===== src/rtl/io_map_pkg.sv =====
// rtl/io_map_pkg.sv - MMIO address map and FSM encoding for the I/O stall controller
package io_map_pkg;

  localparam logic [31:0] LED_ADDR      = 32'hFFFF_FC60;
  localparam logic [31:0] SW_BLOCK_ADDR = 32'hFFFF_FC70;
  localparam logic [31:0] SW_NB_ADDR    = 32'hFFFF_FC74;

  typedef enum logic [1:0] {
    ST_IDLE       = 2'd0,
    ST_WAIT_PRESS = 2'd1,
    ST_DONE       = 2'd2
  } io_state_t;

endpackage


===== src/rtl/btn_debounce.sv =====
// rtl/btn_debounce.sv - confirm button synchronizer, debouncer and press-edge pulse
module btn_debounce #(
  parameter int DEBOUNCE_CYCLES = 20
) (
  input  logic clk,
  input  logic rst,
  input  logic btn,
  output logic press
);

  localparam int CW = $clog2(DEBOUNCE_CYCLES + 1);

  logic          sync1;
  logic          sync2;
  logic          deb_level;
  logic          deb_level_d;
  logic [CW-1:0] cnt;

  always_ff @(posedge clk) begin
    if (rst) begin
      sync1       <= 1'b0;
      sync2       <= 1'b0;
      deb_level   <= 1'b0;
      deb_level_d <= 1'b0;
      cnt         <= '0;
    end else begin
      sync1       <= btn;
      sync2       <= sync1;
      deb_level_d <= deb_level;
      // Level flips only after DEBOUNCE_CYCLES consecutive disagreeing samples.
      if (sync2 != deb_level) begin
        if (cnt == CW'(DEBOUNCE_CYCLES - 1)) begin
          deb_level <= ~deb_level;
          cnt       <= '0;
        end else begin
          cnt <= cnt + 1'b1;
        end
      end else begin
        cnt <= '0;
      end
    end
  end

  assign press = deb_level & ~deb_level_d;

endmodule


===== src/rtl/io_stall_controller.sv =====
// rtl/io_stall_controller.sv - MMIO LED/switch controller with blocking confirm-button read
module io_stall_controller
  import io_map_pkg::*;
#(
  parameter int DEBOUNCE_CYCLES = 20,
  parameter int SW_WIDTH        = 16,
  parameter int LED_WIDTH       = 16
) (
  input  logic                 clk,
  input  logic                 rst,
  input  logic                 io_read_req,
  input  logic                 io_write_req,
  input  logic [31:0]          io_addr,
  input  logic [31:0]          io_wdata,
  input  logic                 confirm_btn,
  input  logic [SW_WIDTH-1:0]  switches,
  output logic                 stall,
  output logic [31:0]          io_rdata,
  output logic [LED_WIDTH-1:0] led,
  output logic                 wait_led
);

  io_state_t           state;
  logic [SW_WIDTH-1:0] sw_sync1;
  logic [SW_WIDTH-1:0] sw_sync2;
  logic [SW_WIDTH-1:0] sw_latch;
  logic                press;
  logic                blk_read;
  logic                nb_read;
  logic                led_write;

  btn_debounce #(
    .DEBOUNCE_CYCLES(DEBOUNCE_CYCLES)
  ) u_btn_debounce (
    .clk  (clk),
    .rst  (rst),
    .btn  (confirm_btn),
    .press(press)
  );

  assign blk_read  = io_read_req  && (io_addr == SW_BLOCK_ADDR);
  assign nb_read   = io_read_req  && (io_addr == SW_NB_ADDR);
  assign led_write = io_write_req && (io_addr == LED_ADDR);

  generate
    if (LED_WIDTH < 32) begin : g_wdata_unused
      logic unused_wdata_hi;
      assign unused_wdata_hi = ^io_wdata[31:LED_WIDTH];
    end
  endgenerate

  always_ff @(posedge clk) begin
    if (rst) begin
      state    <= ST_IDLE;
      led      <= '0;
      sw_latch <= '0;
      sw_sync1 <= '0;
      sw_sync2 <= '0;
    end else begin
      sw_sync1 <= switches;
      sw_sync2 <= sw_sync1;
      if (led_write) begin
        led <= io_wdata[LED_WIDTH-1:0];
      end
      case (state)
        ST_IDLE: begin
          if (blk_read) begin
            state <= ST_WAIT_PRESS;
          end
        end
        ST_WAIT_PRESS: begin
          // A dropped request abandons the read rather than waiting forever.
          if (!io_read_req) begin
            state <= ST_IDLE;
          end else if (press) begin
            sw_latch <= sw_sync2;
            state    <= ST_DONE;
          end
        end
        default: begin
          state <= ST_IDLE;
        end
      endcase
    end
  end

  // Entry stall must be combinational so the core never retires the read early.
  assign stall    = ((state == ST_IDLE) && blk_read) || (state == ST_WAIT_PRESS);
  assign wait_led = (state == ST_WAIT_PRESS);

  always_comb begin
    io_rdata = 32'h0;
    if (state == ST_DONE) begin
      io_rdata = 32'(sw_latch);
    end else if (nb_read) begin
      io_rdata = 32'(sw_sync2);
    end
  end

endmodule


===== config.mk =====
export PLATFORM = sky130hd
export DESIGN_NAME = io_stall_controller
export DESIGN_NICKNAME = d
export VERILOG_FILES = /design/src/rtl/io_map_pkg.sv /design/src/rtl/btn_debounce.sv /design/src/rtl/io_stall_controller.sv
export SDC_FILE = /design/constraint.sdc
export NUM_CORES = 1
export LEC_CHECK = 0
export CAP_MARGIN = 15
export CORE_ASPECT_RATIO = 0.75
export CORE_MARGIN = 2
export CORE_UTILIZATION = 60
export DETAILED_ROUTE_END_ITERATION = 16
export DONT_BUFFER_PORTS = 1
export GPL_TIMING_DRIVEN = 0
export PLACE_DENSITY_LB_ADDON = 0.08
export SLEW_MARGIN = 5
export SYNTH_ARGS = -nofsm -noshare
export SYNTH_HDL_FRONTEND = slang
export SYNTH_HIERARCHICAL = 1
export SYNTH_SLANG_ARGS = --single-unit

===== constraint.sdc =====
create_clock -name clk -period 4.89 [get_ports clk]
set_input_delay 0.978 -clock clk [delete_from_list [all_inputs] [get_ports clk]]
set_output_delay 0.978 -clock clk [all_outputs]
set_load 0.1 [all_outputs]

==> metrics, run 1 <==
Worst-Skew Late Latency=about 0.35 ns; first-pass GRT wire length=~9.2 mm; routing layer with the top usage in global route=met2; required time worst endpoint=between 3 and 4 ns; CP top delay family=simple AND/OR/NAND/NOR gates; Setup crit end kind=primary output; critical hold path startpoint=sw_sync1[3]; areal power density over the cells=374 mW/mm^2; cell at the slowest stage of the critical path=a22o_1; final critical-path required period=roughly 4.2 ns; Final Max Tran Viols=0; Critical Setup Path Class=input pin to primary output; Hold-fix buffers, CTS=0; Initial Util=approximately three fifths; distinct cell type count after synthesis=35; Placed Area=roughly 0.0032 sq mm; number of port buffers=0; worst hold path endpoint=sw_sync2[3]; overall die area=approximately 0.0056 sq mm; result of the run=finished clean; transition time at the pin with the least slew margin=1.21 ns; fmax=0.235 GHz; number of cells traversed by the worst register-to-register path=6; final-report hold violation count=0; core footprint=just under 0.005 sq mm; share of the synthesized area in compound gates (AO/OA/AOI/OAI)=8.14%; post-route antenna net violation count=0; final std cell area, no fill=0.00340 sq mm; fraction of registers with async set/reset=0%; combined area of the multi-input logic cells=approximately 0.0013 sq mm; CP cell instances=nand4b_1, or4_4, nor4_4, buf_6, a22o_1; critical path data arrival time=roughly 3.3 ns; area fraction of the dominant cell type after synthesis=between 50 and 60%; final critical-path share of the clock period=86.9%; setup-violating endpoint count in the final report=0; Vias=about 2100; FF+latch count, synth=75; number of maximum-capacitance violations=0; I/O pin count=between 100 and 150; number of instances in the placed design=382; final RePlAce weighted congestion=between 0.7 and 0.8; grt total ovfl=0; crit-path max cell delay=approximately 0.79 ns; Sum Neg Setup Slack=0 ns; Die Wd=approximately 86 microns; cell type contributing the most total cell area after synthesis=dfxtp_1; die height=65.2 microns; initial DRC count=80; maximum buffer depth of the clock tree=2; Max H-tree Level=3; count of buffers added by post-CTS timing repair for setup=0; Gates resized, CTS repair=0; wire length per cell=between 10 and 15 microns; VDD IR max=299 uV; average via count per standard cell=5.25; total leakage power=between 1 and 1.5 nW; GR Util met2=about 37%; number of global-route vias before repair=between 1500 and 2000; number of synthesized flops with an enable pin=0; post-synthesis sequential area ratio=~50%; predominant post-synthesis flop cell=dfxtp_1; Row Count=22; fraction of final layout cells sized beyond drive strength 1=around an eighth; NumNets Final=around 420; post-synthesis cell area=around 0.003 sq mm; Hold Path Class=flop to flop; post-route clock skew=~0.004 ns; startpoint kind of the worst setup timing path=input pin; initial antenna violation count=0; post-synthesis average cell area=about 9.8 sq um; number of instances in the synthesized netlist=between 300 and 400; routed wire length=just under 6 mm; total buffers and inverters traversed by the critical path=1; Power Total=around 1.3 mW; sequential cell area in the final layout=about 0.0015 sq mm; non-filler instance count after layout=a little under 400; dominant combinational cell family by area after synthesis=simple AND/OR/NAND/NOR gates; setup repair after global routing missed its margin=false; most frequent cells in the layout=75 x dfxtp_1, 37 x nor2b_1, 35 x nand2b_1; Final HPWL DP=about 4.2 mm; share of synthesized cell area in full adder, half adder and majority cells=less than 1%; launching point of the worst reg2reg path=state[0]; Final Hold Slack=0.441 ns; detailed-router iteration count before antenna repair=4; Max-Slew Margin vs Limit=19.6%; end of the worst register-to-register path=sw_latch[14]; clock transition at the register clock pins on the worst setup and hold paths after CTS=0.08 ns; met3 Usage GRT=8.17%; clock tree from TritonCTS=done; Post-Synth XOR/XNOR Area=0.876%; largest fanout on the critical path=10; biggest area contributors in the synthesized netlist=dfxtp_1 50%, nor2b_1 7.9%, nand2b_1 7.3%; area growth from synthesis to final layout=13.3%; setup ws final=0.640 ns; logic depth of the worst path, buffers included=5; most common cell after layout, fill and taps aside=dfxtp_1; number of CTS-inserted buffers=9; dpl ws=0.642 ns; core utilization of the finished layout=between 70 and 80%; count of unresolved DRC violations after routing=0; fill cell instance count of the final layout=around 370; met1 Use GR=roughly 26%; root buffer selected by CTS=clkbuf_8; Syn. warnings=6; worst hold path cell count=1; ANT cells=0; register-to-register setup slack=about 3.0 ns; simple-gate share of the synthesized area=27.5%; mux share of post-synthesis cell area=5.67%; number of sinks on the clock net=75; maximum number of pins on one net before global-route repair=16; total track usage=21.5%
-- final cells by class --
type / count / area share, %
plain buffers: 32 / 6.00
clock buffers: 9 / 3.65
clock inverters: 7 / 3.13
inverters: 3 / 0.331
multi-input cells: 210 / 39.6
flip-flops and latches: 75 / 44.2
well taps: 60 / 2.21
repair buffers: 2 / 0.920
-- state kept, by name, indices dropped and copies added (netlist names) --
name,cells
led,16
sw_latch,16
sw_sync1,16
sw_sync2,16
u_btn_debounce/cnt,5
state,2
u_btn_debounce/deb_level,1
u_btn_debounce/deb_level_d,1
u_btn_debounce/sync1,1
u_btn_debounce/sync2,1
-- synth_stat cells (2+ instances only) --
cell type	n
nand2_1	34
a21oi_1	17
or3_1	2
nor2b_1	38
nand3_1	2
or4_4	2
nor2_1	7
inv_1	3
nand4_1	3
xor2_1	2
nand3b_1	2
clkbuf_1	14
mux2i_1	17
a22o_1	16
nand4b_1	3
dfxtp_1	75
buf_4	16
nand2b_1	35
-- how the worst max path moves through the flow --
stage | from | to | slack (ns)
2_1_floorplan | io_addr[0] | stall | 0.19
3_3_place_gp | io_addr[0] | stall | 0.09
5_1_grt | io_addr[0] | io_rdata[2] | 0.58
4_1_cts | io_addr[0] | io_rdata[12] | 0.64
6_report | io_addr[0] | io_rdata[12] | 0.64
3_5_place_dp | io_addr[0] | io_rdata[12] | 0.64
-- power breakdown --
group          internal [mW]  switching (mW)
Clock                  0.298           0.247
Sequential             0.623         0.00487
Combinational         0.0254          0.0720
Total                  0.947           0.324
-- metal layers --
metal | vias to the layer above | share of wire, %
met5 | - | 0
met4 | 0 | 1.1
met3 | 8 | 7.8
met2 | 98 | 48
met1 | 950 | 43
li1 | 1033 | -
-- logic make-up (layout without fill, tap and decap cells) --
family,after synthesis,after routing
buffers and inverters,35,53
xor gates and xnor gates,3,3
adders and majority gates,1,1
and+or+nand+nor,137,137
AOI/OAI and AO/OA,36,36
DFF,75,75
muxes,17,17
other,1,16
-- worst register-to-register path, cell delays in order (launching register included) --
cell	delay, ns
dfxtp_1	0.40
nor2b_2	0.27
and3_1	0.19
clkbuf_1	0.28
clkbuf_1	0.42
nand2_1	0.11
a21oi_1	0.17
Note: power is estimated with default switching activity, not from simulation.
==> inputs of run 2 (changes only) <==
Settings changed: CAP_MARGIN 15 to 20.
==> metrics, run 2 (same netlist as run 1, synthesis figures left out) <==
most common cell after layout, fill and taps aside=dfxtp_1; grt total ovfl=0 (unchanged); sequential group share of total power=50.4% (+1.0 points); fraction of final layout cells sized beyond drive strength 1=13.3% (+0.26 points); fmax=0.234 GHz (-0.40%); Setup crit end kind=primary output; combined area of the multi-input logic cells=0.00135 sq mm (unchanged); Vias=2071 (-0.86%); areal power density over the cells=365 mW/mm^2 (-2.4%); Gates resized, CTS repair=0 (unchanged); Power Total=1.25 mW (-1.8%); fill cell instance count of the final layout=374 (+0.54%); clock power share=41.8% (-1.1 points); final critical-path share of the clock period=87.3% (+0.35 points); count of buffers added by post-CTS timing repair for setup=0 (unchanged); transition time at the pin with the least slew margin=1.00 ns (-0.205 ns); average via count per standard cell=5.19 (-1.1%); Final Hold Slack=0.438 ns (-0.00316 ns); wire length per cell=14.8 microns (+1.1%); maximum buffer depth of the clock tree=2 (unchanged); number of port buffers=0 (unchanged); switching fraction of total power=24.7% (-0.80 points); first-pass GRT wire length=9.31 mm (+1.5%); Critical Setup Path Class=input pin to primary output; number of sinks on the clock net=75 (unchanged); setup repair after global routing missed its margin=false; Max-Slew Margin vs Limit=33.1% (+14 points); count of unresolved DRC violations after routing=0 (unchanged); startpoint kind of the worst setup timing path=input pin; VDD IR max=314 uV (+4.7%); clock transition at the register clock pins on the worst setup and hold paths after CTS=0.08 ns (about the same); register-to-register setup slack=3.01 ns (+0.03 ns); root buffer selected by CTS=clkbuf_8; total leakage power=1.29 nW (+0.62%); setup-violating endpoint count in the final report=0 (unchanged); number of maximum-capacitance violations=0 (unchanged); post-route clock skew=0.00599 ns (+0.00194 ns); Final HPWL DP=4.23 mm (+0.21%); initial DRC count=86 (+7.5%); Hold Path Class=flop to flop; core footprint=0.00484 sq mm (unchanged); most frequent cells in the layout=75 x dfxtp_1, 37 x nor2b_1, 35 x nand2b_1; number of CTS-inserted buffers=9 (unchanged); Worst-Skew Late Latency=0.35 ns (about the same); Row Count=22 (unchanged); routed wire length=5.91 mm (+1.4%); Int Power=939 uW (-0.78%); final-report hold violation count=0 (unchanged); required time worst endpoint=3.91 ns (about the same); result of the run=finished clean; overall die area=0.00559 sq mm (unchanged); maximum number of pins on one net before global-route repair=15 (-1); I/O pin count=135 (unchanged); NumNets Final=420 (+0.24%); post-route antenna net violation count=0 (unchanged); total track usage=22.3% (+0.83 points); initial antenna violation count=0 (unchanged); detailed-router iteration count before antenna repair=4 (unchanged); Sum Neg Setup Slack=0 ns (unchanged); sequential cell area in the final layout=0.00150 sq mm (unchanged); final critical-path required period=4.27 ns (+0.0170 ns); ANT cells=0 (unchanged); Max H-tree Level=3 (unchanged); Final Max Tran Viols=0 (unchanged); Die Wd=85.6 microns (unchanged); Hold-fix buffers, CTS=0 (unchanged); Combinational Power Share=7.8% (about the same); clock tree from TritonCTS=done; critical path data arrival time=3.29 ns (+0.02 ns); number of global-route vias before repair=1908 (-0.21%); net load switching power=308 uW (-4.9%); largest fanout on the critical path=10 (unchanged); die height=65.2 microns (unchanged); final RePlAce weighted congestion=0.733 (unchanged); Initial Util=61.9% (unchanged); area growth from synthesis to final layout=14.0%
## run 2: cell count changes in the layout (fill, tap and decap cells not counted)
| cell | before | now |
|---|---|---|
| clkinv_4 | 0 | 3 |
| inv_6 | 4 | 1 |
| buf_16 | 1 | 2 |
| clkinv_2 | 0 | 1 |
| inv_8 | 1 | 0 |
## run 2: area by class of cell
cell class / instances / area share [%]
buffer: 32 / 5.96
clock buffer: 9 / 3.62
clock inverter: 7 / 2.93
inverter: 3 / 0.329
multi-input combinational: 210 / 39.3
sequential: 75 / 43.9
tap: 60 / 2.20
timing repair buffer: 3 / 1.72
## run 2: layer usage
layer	track usage (%)	part of all wire [%]	vias up
li1	-	-	1037
met1	26.0	39	932
met2	38.0	50	97
met3	10.2	9.9	5
met4	4.76	0.59	0
met5	0	0	-
## run 2: critical path, stage by stage
cell,delay [ns]
nand4b_1,0.14
or4_4,0.60
nor4_4,0.55
buf_6,0.22
a22o_1,0.79
## run 2: final timing paths
kind                             startpoint      endpoint  cells past startpoint
worst max-delay path             io_addr[0]  io_rdata[12]                      5
worst min-delay path            sw_sync1[8]   sw_sync2[8]                      1
worst max register to register     state[0]  sw_latch[11]                      7
worst min register to register  sw_sync1[8]   sw_sync2[8]                      1
## run 2: stage by stage
step                instance area, sq um  worst slack [ns]  utilization, %  std cells
finish                              3420             0.623            70.6        399
global route                        3420             0.565            70.6        399
CTS                                 3420             0.640            70.6        399
detailed placement                  3200             0.649            66.0        383
global placement                    3130            0.0912            64.6        380
floorplan                           3060             0.193               -        320
## run 2: power by group through the flow
stage | registers, mW | logic, mW | clock network, mW
floorplan | 0.641 | 0.0906 | 0
global placement | 0.642 | 0.0963 | 0
detailed placement | 0.643 | 0.0973 | 0
CTS | 0.628 | 0.0974 | 0.532
global route | 0.630 | 0.102 | 0.560
finish | 0.628 | 0.0973 | 0.522
==> inputs of run 3 (changes only) <==
--- a/constraint.sdc
+++ b/constraint.sdc
@@ -3,2 +3,2 @@
 set_output_delay 0.978 -clock clk [all_outputs]
-set_load 0.1 [all_outputs]
+set_load 0.05 [all_outputs]
==> metrics, run 3 (same netlist as run 1, synthesis figures left out) <==
post-route clock skew=0.00963 ns (+0.00363 ns); number of global-route vias before repair=1901 (-0.37%); number of cells traversed by the worst register-to-register path=6 (-1); sequential cell area in the final layout=0.00150 sq mm (unchanged); launching point of the worst reg2reg path=state[0]; core footprint=0.00484 sq mm (unchanged); average via count per standard cell=5.19 (about the same); ANT cells=0 (unchanged); final-report hold violation count=0 (unchanged); number of sinks on the clock net=75 (unchanged); Vias=2057 (-0.68%); clock tree from TritonCTS=done; required time worst endpoint=3.91 ns (about the same); critical path data arrival time=3.10 ns (-0.19 ns); fraction of final layout cells sized beyond drive strength 1=12.2% (-1.1 points); number of instances in the placed design=380 (-0.78%); setup repair after global routing missed its margin=false; grt total ovfl=0 (unchanged); initial antenna violation count=0 (unchanged); fmax=0.245 GHz (+4.6%); number of maximum-capacitance violations=0 (unchanged); register-to-register setup slack=2.34 ns (-0.67 ns); Die Wd=85.6 microns (unchanged); detailed-router iteration count before antenna repair=4 (unchanged); non-filler instance count after layout=396 (-0.75%); maximum number of pins on one net before global-route repair=15 (unchanged); combined area of the multi-input logic cells=0.00134 sq mm (-0.47%); cell at the slowest stage of the critical path=a21oi_1; crit-path max cell delay=0.86 ns (+0.07 ns); I/O pin count=135 (unchanged); end of the worst register-to-register path=sw_latch[5]; origin of the worst setup path=io_addr[0]; fill cell instance count of the final layout=397 (+6.1%); number of CTS-inserted buffers=9 (unchanged); startpoint kind of the worst setup timing path=input pin; Setup crit end kind=primary output; NumNets Final=417 (-0.71%); VDD IR max=275 uV (-12%); total leakage power=1.24 nW (-4.0%); wire length per cell=14.6 microns (-1.7%); Initial Util=61.9% (unchanged); largest fanout on the critical path=4 (-6); Max H-tree Level=3 (unchanged); areal power density over the cells=340 mW/mm^2 (-6.9%); worst hold path endpoint=sw_sync2[1]; count of unresolved DRC violations after routing=0 (unchanged); post-route antenna net violation count=0 (unchanged); transition time at the pin with the least slew margin=1.08 ns (+0.0737 ns); routed wire length=5.77 mm (-2.5%); Hold Path Class=flop to flop; overall die area=0.00559 sq mm (unchanged); critical hold path startpoint=sw_sync1[1]; CP cell instances=nand4b_1, or4_4, or4_1, a21oi_1; area growth from synthesis to final layout=10.2%; Critical Setup Path Class=input pin to primary output; most frequent cells in the layout=75 x dfxtp_1, 38 x nor2b_1, 35 x nand2b_1; final critical-path share of the clock period=83.5% (-3.8 points); total routed wire length on the met1 layer=2.52 mm (+8.5%); root buffer selected by CTS=clkbuf_8; count of buffers added by post-CTS timing repair for setup=0 (unchanged); final RePlAce weighted congestion=0.733 (unchanged); initial DRC count=92 (+7.0%); final critical-path required period=4.08 ns (-0.186 ns); worst hold path cell count=1 (unchanged); Hold-fix buffers, CTS=0 (unchanged); Sum Neg Setup Slack=0 ns (unchanged); Max-Slew Margin vs Limit=28.1% (-5.0 points); first-pass GRT wire length=8.96 mm (-3.7%); met3 wirelength from detailed routing=465 microns (-21%); maximum buffer depth of the clock tree=2 (unchanged); total track usage=21.1% (-1.2 points); Power Total=1.12 mW (-10%); clock transition at the register clock pins on the worst setup and hold paths after CTS=0.08 ns (about the same); Final Max Tran Viols=0 (unchanged); uppermost metal layer occupied by signal nets=met4; Worst-Skew Late Latency=0.35 ns (about the same); number of port buffers=0 (unchanged); Row Count=22 (unchanged); most common cell after layout, fill and taps aside=dfxtp_1; detailed-routed wire length on met2=2.72 mm (-8.4%); result of the run=finished clean; Gates resized, CTS repair=0 (unchanged); Final HPWL DP=4.19 mm (-0.90%); die height=65.2 microns (unchanged); setup-violating endpoint count in the final report=0 (unchanged)
[run 3: worst max-delay path by stage]
stage                        to  depth (start not counted)
after floorplan           stall                          4
after global placement    stall                          4
after detailed placement  stall                          4
after CTS                 stall                          4
after global routing      stall                          4
final                     stall                          4
[run 3: where the power goes]
part / switching (mW) / leakage, nW / internal, mW
Sequential: 0.00499 / 0.611 / 0.623
Combinational: 0.0453 / 0.542 / 0.0255
Clock: 0.237 / 0.0860 / 0.186
[run 3: cell type report]
cell class,instances,area share (%)
Sequential cell,75,45.4
Tap cell,60,2.27
Multi-Input combinational cell,210,40.5
Clock buffer,9,3.75
Inverter,3,0.341
Buffer,32,6.17
Clock inverter,7,1.55
[run 3: per-stage QoR]
stage	utilization (%)	area, sq um	worst slack [ns]	hold slack, ns
3_3_place_gp	64.6	3130	0.792	0.419
6_report	68.2	3310	0.809	0.440
3_5_place_dp	64.6	3130	0.792	0.423
2_1_floorplan	-	3060	0.893	0.414
4_1_cts	68.2	3310	0.789	0.442
5_1_grt	68.2	3310	0.744	0.455
[run 3: per-layer routing]
metal,vias up,track usage [%]
met5,-,0
met3,7,7.41
met4,0,5.95
li1,1032,-
met2,93,36.3
met1,925,25.0
[run 3: worst max-delay path, delay by kind of cell]
| kind | cells | cell delay (ns) |
|---|---|---|
| compound gates | 1 | 0.86 |
| simple gates | 3 | 1.26 |
